File: config.mk
export PLATFORM = sky130hd
export DESIGN_NAME = posit_div_seq
export DESIGN_NICKNAME = d
export VERILOG_FILES = /design/src/rtl/posit_div_pkg.sv /design/src/rtl/posit_div_step.sv /design/src/rtl/posit_div_seq.sv
export SDC_FILE = /design/constraint.sdc
export NUM_CORES = 1
export LEC_CHECK = 0
export CAP_MARGIN = 20
export CORE_MARGIN = 8
export CORE_UTILIZATION = 46
export DETAILED_ROUTE_END_ITERATION = 10
export PLACE_DENSITY_LB_ADDON = 0.08
export SYNTH_ARGS = -nofsm -noshare
export SYNTH_HDL_FRONTEND = slang
export SYNTH_HIERARCHICAL = 1
export SYNTH_SLANG_ARGS = --single-unit
File: constraint.sdc
create_clock -name clk -period 28.1 [get_ports clk]
set_input_delay 8.43 -clock clk [delete_from_list [all_inputs] [get_ports clk]]
set_output_delay 8.43 -clock clk [all_outputs]
set_load 0.02 [all_outputs]
File: src/rtl/posit_div_pkg.sv
// posit_div_pkg: FSM state type and size helpers shared by the iterative posit divider.
package posit_div_pkg;
    typedef enum logic [1:0] {IDLE, DIV, DONE} state_e;
    function automatic int QB(input int n);
        return 2 * n + 1;
    endfunction
    function automatic int CYC(input int n, input int qpc);
        return (QB(n) + qpc - 1) / qpc;
    endfunction
    function automatic int TEO_W(input int rs, input int es);
        return rs + es + 5;
    endfunction
endpackage

File: src/rtl/posit_div_step.sv
// posit_div_step: one radix-2 restoring division step producing a quotient bit and the next remainder.
module posit_div_step #(
    parameter int N = 32
) (
    input  logic [N:0]   rem_i,
    input  logic [N-1:0] m2_i,
    output logic [N:0]   rem_o,
    output logic         qbit_o
);
    logic [N-1:0] trial;
    // rem < 2*m2 always holds, so the difference (or an unsubtracted rem) fits in N bits
    assign qbit_o = rem_i >= {1'b0, m2_i};
    assign trial  = qbit_o ? rem_i[N-1:0] - m2_i : rem_i[N-1:0];
    assign rem_o  = {trial, 1'b0};
endmodule

File: src/rtl/posit_div_seq.sv
// posit_div_seq: iterative restoring posit divider; yields normalised quotient mantissa with sticky
// plus regime/exponent scale, with valid/ready handshakes and early resolution of NaR/zero operands.
module posit_div_seq
    import posit_div_pkg::*;
#(
    parameter int N   = 32,
    parameter int ES  = 2,
    parameter int RS  = $clog2(N),
    parameter int QPC = 1
) (
    input  logic                   clk,
    input  logic                   reset,
    input  logic                   in_valid,
    output logic                   in_ready,
    input  logic                   flush,
    input  logic                   Sign1,
    input  logic                   Sign2,
    input  logic [RS:0]            k1,
    input  logic [RS:0]            k2,
    input  logic [ES-1:0]          Exponent1,
    input  logic [ES-1:0]          Exponent2,
    input  logic [N-1:0]           Mantissa1,
    input  logic [N-1:0]           Mantissa2,
    input  logic                   inf1,
    input  logic                   inf2,
    input  logic                   zero1,
    input  logic                   zero2,
    output logic                   out_valid,
    input  logic                   out_ready,
    output logic [2*N-1:0]         Div_Mant_N,
    output logic [RS+ES+4:0]       Total_EO,
    output logic [ES-1:0]          E_O,
    output logic [RS+4:0]          R_O,
    output logic [RS+4:0]          sumR,
    output logic                   inf,
    output logic                   zero,
    output logic                   Sign
);
    localparam int QW = QB(N);
    localparam int CY = CYC(N, QPC);
    localparam int TW = TEO_W(RS, ES);
    localparam int LB = QW - (CY - 1) * QPC;
    localparam int HW = QW - LB;
    localparam int CW = $clog2(CY);

    state_e         state_q, state_d;
    logic [CW-1:0]  cnt_q, cnt_d;
    logic [N:0]     rem_q, rem_d;
    logic [N-1:0]   m2_q, m2_d;
    logic [HW-1:0]  q_q, q_d;
    logic [RS+4:0]  kd_q, kd_d;
    logic [ES+2:0]  ed_q, ed_d;
    logic [2*N-1:0] mant_q, mant_d;
    logic [TW-1:0]  teo_q, teo_d;
    logic [ES-1:0]  eo_q, eo_d;
    logic [RS+4:0]  ro_q, ro_d, sumr_q, sumr_d;
    logic           inf_q, inf_d, zero_q, zero_d, sign_q, sign_d;
    logic           sp, last, hi, sticky;
    logic [N:0]     rem_c [QPC+1];
    logic [QPC-1:0] qc;
    logic [QW-1:0]  q_fin;
    logic [2*N-2:0] m_n;
    logic [ES+2:0]  sume;
    logic [TW-1:0]  teo, t;

    assign rem_c[0] = rem_q;
    for (genvar i = 0; i < QPC; i++) begin : g_step
        posit_div_step #(.N(N)) u_step (
            .rem_i  (rem_c[i]),
            .m2_i   (m2_q),
            .rem_o  (rem_c[i+1]),
            .qbit_o (qc[QPC-1-i])
        );
    end

    // Only the first LB bits of the final cycle belong to the quotient; the rest are discarded
    assign sp     = inf1 | inf2 | zero2;
    assign last   = cnt_q == CW'(CY - 1);
    assign q_fin  = {q_q, qc[QPC-1 -: LB]};
    assign hi     = q_fin[QW-1];
    assign m_n    = hi ? q_fin[QW-1:2] : q_fin[QW-2:1];
    assign sticky = (hi ? |q_fin[1:0] : q_fin[0]) | (|rem_c[LB]);
    assign sume   = ed_q - {{(ES+2){1'b0}}, ~hi};
    assign teo    = {kd_q, {ES{1'b0}}} + {{(RS+2){sume[ES+2]}}, sume};
    assign t      = teo[TW-1] ? -teo : teo;

    always_comb begin
        state_d = state_q;
        cnt_d   = cnt_q;
        rem_d   = rem_q;
        m2_d    = m2_q;
        q_d     = q_q;
        kd_d    = kd_q;
        ed_d    = ed_q;
        mant_d  = mant_q;
        teo_d   = teo_q;
        eo_d    = eo_q;
        ro_d    = ro_q;
        sumr_d  = sumr_q;
        inf_d   = inf_q;
        zero_d  = zero_q;
        sign_d  = sign_q;
        case (state_q)
            IDLE: if (in_valid && !flush) begin
                inf_d   = sp;
                zero_d  = zero1 & ~sp;
                sign_d  = Sign1 ^ Sign2;
                mant_d  = '0;
                teo_d   = '0;
                eo_d    = '0;
                ro_d    = '0;
                sumr_d  = '0;
                rem_d   = {1'b0, Mantissa1};
                m2_d    = Mantissa2;
                q_d     = '0;
                cnt_d   = '0;
                kd_d    = {{4{k1[RS]}}, k1} - {{4{k2[RS]}}, k2};
                ed_d    = {3'b000, Exponent1} - {3'b000, Exponent2};
                state_d = (sp | zero1) ? DONE : DIV;
            end
            DIV: begin
                rem_d = rem_c[QPC];
                q_d   = HW'({q_q, qc});
                cnt_d = cnt_q + CW'(1);
                if (last) begin
                    state_d = DONE;
                    mant_d  = {m_n, sticky};
                    teo_d   = teo;
                    eo_d    = sume[ES-1:0];
                    ro_d    = t[TW-1:ES] + {{(RS+4){1'b0}}, ~teo[TW-1] | (|t[ES-1:0])};
                    sumr_d  = kd_q;
                end
            end
            DONE: state_d = out_ready ? IDLE : DONE;
            default: state_d = IDLE;
        endcase
        if (flush) state_d = IDLE;
    end

    always_ff @(posedge clk or posedge reset) begin
        if (reset) begin
            state_q <= IDLE;
            cnt_q   <= '0;
            rem_q   <= '0;
            m2_q    <= '0;
            q_q     <= '0;
            kd_q    <= '0;
            ed_q    <= '0;
            mant_q  <= '0;
            teo_q   <= '0;
            eo_q    <= '0;
            ro_q    <= '0;
            sumr_q  <= '0;
            inf_q   <= 1'b0;
            zero_q  <= 1'b0;
            sign_q  <= 1'b0;
        end else begin
            state_q <= state_d;
            cnt_q   <= cnt_d;
            rem_q   <= rem_d;
            m2_q    <= m2_d;
            q_q     <= q_d;
            kd_q    <= kd_d;
            ed_q    <= ed_d;
            mant_q  <= mant_d;
            teo_q   <= teo_d;
            eo_q    <= eo_d;
            ro_q    <= ro_d;
            sumr_q  <= sumr_d;
            inf_q   <= inf_d;
            zero_q  <= zero_d;
            sign_q  <= sign_d;
        end
    end

    assign in_ready   = state_q == IDLE;
    assign out_valid  = state_q == DONE;
    assign Div_Mant_N = mant_q;
    assign Total_EO   = teo_q;
    assign E_O        = eo_q;
    assign R_O        = ro_q;
    assign sumR       = sumr_q;
    assign inf        = inf_q;
    assign zero       = zero_q;
    assign Sign       = sign_q;
endmodule

==> flow_metrics.tcl <==
set metrics [dict create \
    outcome "completed" \
    worstPathRequired_ns 28.48 \
    root_buffer "clkbuf_16" \
    dr.pass1.iters 5 \
    io_buffer_count 193 \
    use_met3 0.0353 \
    grt.overflow.total 0 \
    setup_viol 0 \
    layoutNonFillerInstCount 2082 \
    ys.flop_type "dfrtp_1" \
    switchingPower_mw 0.454 \
    postCtsSetupBuffers 0 \
    start_kind "primary input" \
    totalPowerFinal_mw 1.28 \
    fin_nets 1820 \
    synth_fp_nets 1686 \
    tightest_slew_ns 0.971 \
    post_drt_wl_per_cell_um 16.9 \
    crit_type "primary input to register" \
    routed_wl_um 35100 \
    holdCritPathClass "register to register" \
    postSynthCellCount 1538 \
    synth-edff-count 0 \
    globalRouteTotalUtil 0.193 \
    power_frac_seq 0.307 \
    relSlewSlack 0.351 \
    cp_slowest_cell "buf_4" \
    groute.layer.met1.usage 0.265 \
    clk_pin_slew_ns 0.05 \
    ir_drop_mv 0.0411 \
    numClockSinks 244 \
    antennaDiodeCount 0 \
    yosysSeqAreaShare 0.447 \
    worst_path_most_repeated_cell "buf_4" \
    yosys_register_bits 244 \
    cpPeakStageDelay_ns 0.64 \
    num_io_pins 194 \
    fmax_mhz 91.4 \
    min_period_ns 10.94 \
    finalCritPeriodShare 0.389 \
    cts_resized 0 \
    drtIter0Drc 761 \
    cp_data_arrival_time_ns 11.32 \
    dp.cells 2031 \
    drt-vias-per-instance 5.37 \
    swShare 0.354 \
    synth-async-reset-ratio 1.00 \
    remaining_drc_errors 0 \
    p_int_mw 0.829 \
    start_util 0.464 \
    die_h_um 188 \
    hold_viol 0 \
    power_frac_comb 0.402 \
    leakage_nw 7.33 \
    place_congestion 0.835 \
    tns_ns 0 \
    p_per_area_mw_per_mm2 76.6 \
    die-area_mm2 0.0355 \
    vias 11171 \
    core_area_mm2 0.0295 \
    finClkSkew_ns 0.0147 \
    grt_use_met2 0.319 \
    p_clk_frac 0.290 \
    path_cells "clkdlybuf4s50_1, nor2b_1, and2_4, buf_4, buf_4, nor2_4, o21ai_0, o31ai_1" \
    fin_hold_ws_ns 0.472 \
    clk_latency_ns 0.54 \
    die_w_um 188 \
    cts_tree "done" \
    synthToLayoutAreaGrowth_pct 22.6 \
    first_global_vias 11330 \
    synth_area_mm2 0.0137 \
    syn_area_per_cell_um2 8.89 \
    crit_fanout 79 \
    rows 63 \
    clock_path_buffers 3 \
    dpl.hpwl_um 23500 \
    cts.hold.buffers_added 0 \
    drive_above_1_share 0.0662 \
    htreeDepth 1 \
    ys_types 77 \
    yosysWarnings 6 \
    drv_cap 0 \
    rsz0062_at_grt "no" \
    antenna_left 0 \
    worst_setup_path_end_kind "register" \
    antenna_found_initial 1 \
    cts_buffers 28 \
    grt_max_degree 123 \
    grt_pass1_wl_um 58200 \
    drv_slew 0 \
    grt_busiest_layer "met2" \
]
-- per-layer routing --
| layer | wire length, um | up-vias |
|---|---|---|
| li1 | - | 5556 |
| met1 | 16500 | 5368 |
| met2 | 16400 | 207 |
| met3 | 1610 | 38 |
| met4 | 563 | 2 |
| met5 | 13 | - |
-- cell usage after synthesis (3+ instances only) --
library cell	n	area (um2)
mux2_2	20	225
o21bai_1	5	37.5
a211oi_1	5	37.5
buf_4	6	45.0
buf_1	5	18.8
clkbuf_1	84	315
mux2i_1	66	661
nand4_1	14	87.6
nor3_1	12	60.1
inv_1	65	244
nand3_1	38	190
o21ai_0	116	581
nor2_1	42	158
a31oi_1	7	43.8
a21oi_1	38	190
mux2_4	9	135
nor4_1	13	81.3
o21a_1	4	30.0
a31o_2	3	26.3
and3_1	6	37.5
nor3b_1	5	37.5
a21o_1	11	82.6
dfrtp_1	244	6110
a21boi_0	3	22.5
ha_1	53	663
fa_1	4	80.1
o31ai_1	70	526
o211ai_1	5	37.5
a22oi_1	33	248
or2_2	3	18.8
xor2_1	15	131
nor2b_1	14	87.6
a211o_1	3	26.3
nand2_1	432	1620
xnor2_1	27	236
and2_1	5	31.3
nand2b_1	4	25.0
-- cells in the final DEF (no fill, tap or decap), types with 38 or more instances in the layout --
cell type,Yosys,routed
a21oi_1,38,38
clkdlybuf4s50_1,0,193
dfrtp_1,244,243
ha_1,53,53
inv_1,65,64
mux2i_1,66,66
nand2_1,432,431
nand3_1,38,38
nor2_1,42,40
o21ai_0,116,116
o31ai_1,70,70
-- final timing paths --
kind                                             from                         end  slack, ns  cells after the start
max in group asynchronous                       reset         q_q[63]$_DFFE_PP0P_      17.50                      4
hold reg to reg            Div_Mant_N[45]$_DFFE_PP0P_  Div_Mant_N[45]$_DFFE_PP0P_       0.47                      2
hold / removal             Div_Mant_N[45]$_DFFE_PP0P_  Div_Mant_N[45]$_DFFE_PP0P_       0.47                      2
min in group asynchronous                       reset      state_q[1]$_DFFE_PP0P_       8.46                      2
setup / recovery                             in_valid        cnt_q[3]$_DFFE_PP0P_      17.16                      8
setup reg to reg                  q_q[63]$_DFFE_PP0P_          R_O[6]$_DFFE_PP0P_      23.50                     19
-- flip-flops by register name, summed over array words and instances, names as in the netlist --
name and count:
ed_q 3, Total_EO 12, cnt_q 7, Div_Mant_N 64
rem_q 33, kd_q 7, m2_q 32, sumR 7
state_q 2, zero 1, R_O 10, inf 1
q_q 64, Sign 1
-- per-stage QoR --
stage | utilization | setup slack (ns) | area (um2)
6_report | 0.568 | 17.16 | 16800
5_1_grt | 0.568 | 16.85 | 16800
4_1_cts | 0.567 | 17.19 | 16700
3_5_place_dp | 0.535 | 16.61 | 15800
3_3_place_gp | 0.535 | 16.67 | 15800
2_1_floorplan | - | 12.97 | 13700
-- power groups by stage --
| stage | sequential, mW | combinational [mW] | clock [mW] |
|---|---|---|---|
| finish | 0.394 | 0.516 | 0.373 |
| global placement | 0.400 | 0.507 | 0 |
| floorplan | 0.396 | 0.405 | 0 |
| detailed placement | 0.400 | 0.511 | 0 |
| CTS | 0.394 | 0.516 | 0.383 |
| global route | 0.398 | 0.573 | 0.396 |
-- critical path, delay by kind of cell --
family          cells  cell delay (ns)
compound gates      2             0.33
buf+inv             3             1.69
simple gates        3             0.77
-- kinds of logic after synthesis --
group,after synthesis,share of synthesized area
adder cells (fa/ha/maj),57,0.0544
flip-flops,244,0.447
XOR/XNOR,44,0.0298
multiplexers,95,0.0747
other,1,0.000274
AO/OA/AOI/OAI,328,0.156
buffers and inverters,165,0.0489
AND/OR/NAND/NOR,604,0.189
-- area by class of cell --
class	instances	area [um2]
tap	390	488
inverter	66	255
clock inverter	7	110
clock buffer	43	838
sequential	244	6110
multi-input combinational	1129	6930
timing repair buffer	203	2030
fill	2705	12700
Power figures use the tool's default switching activity.
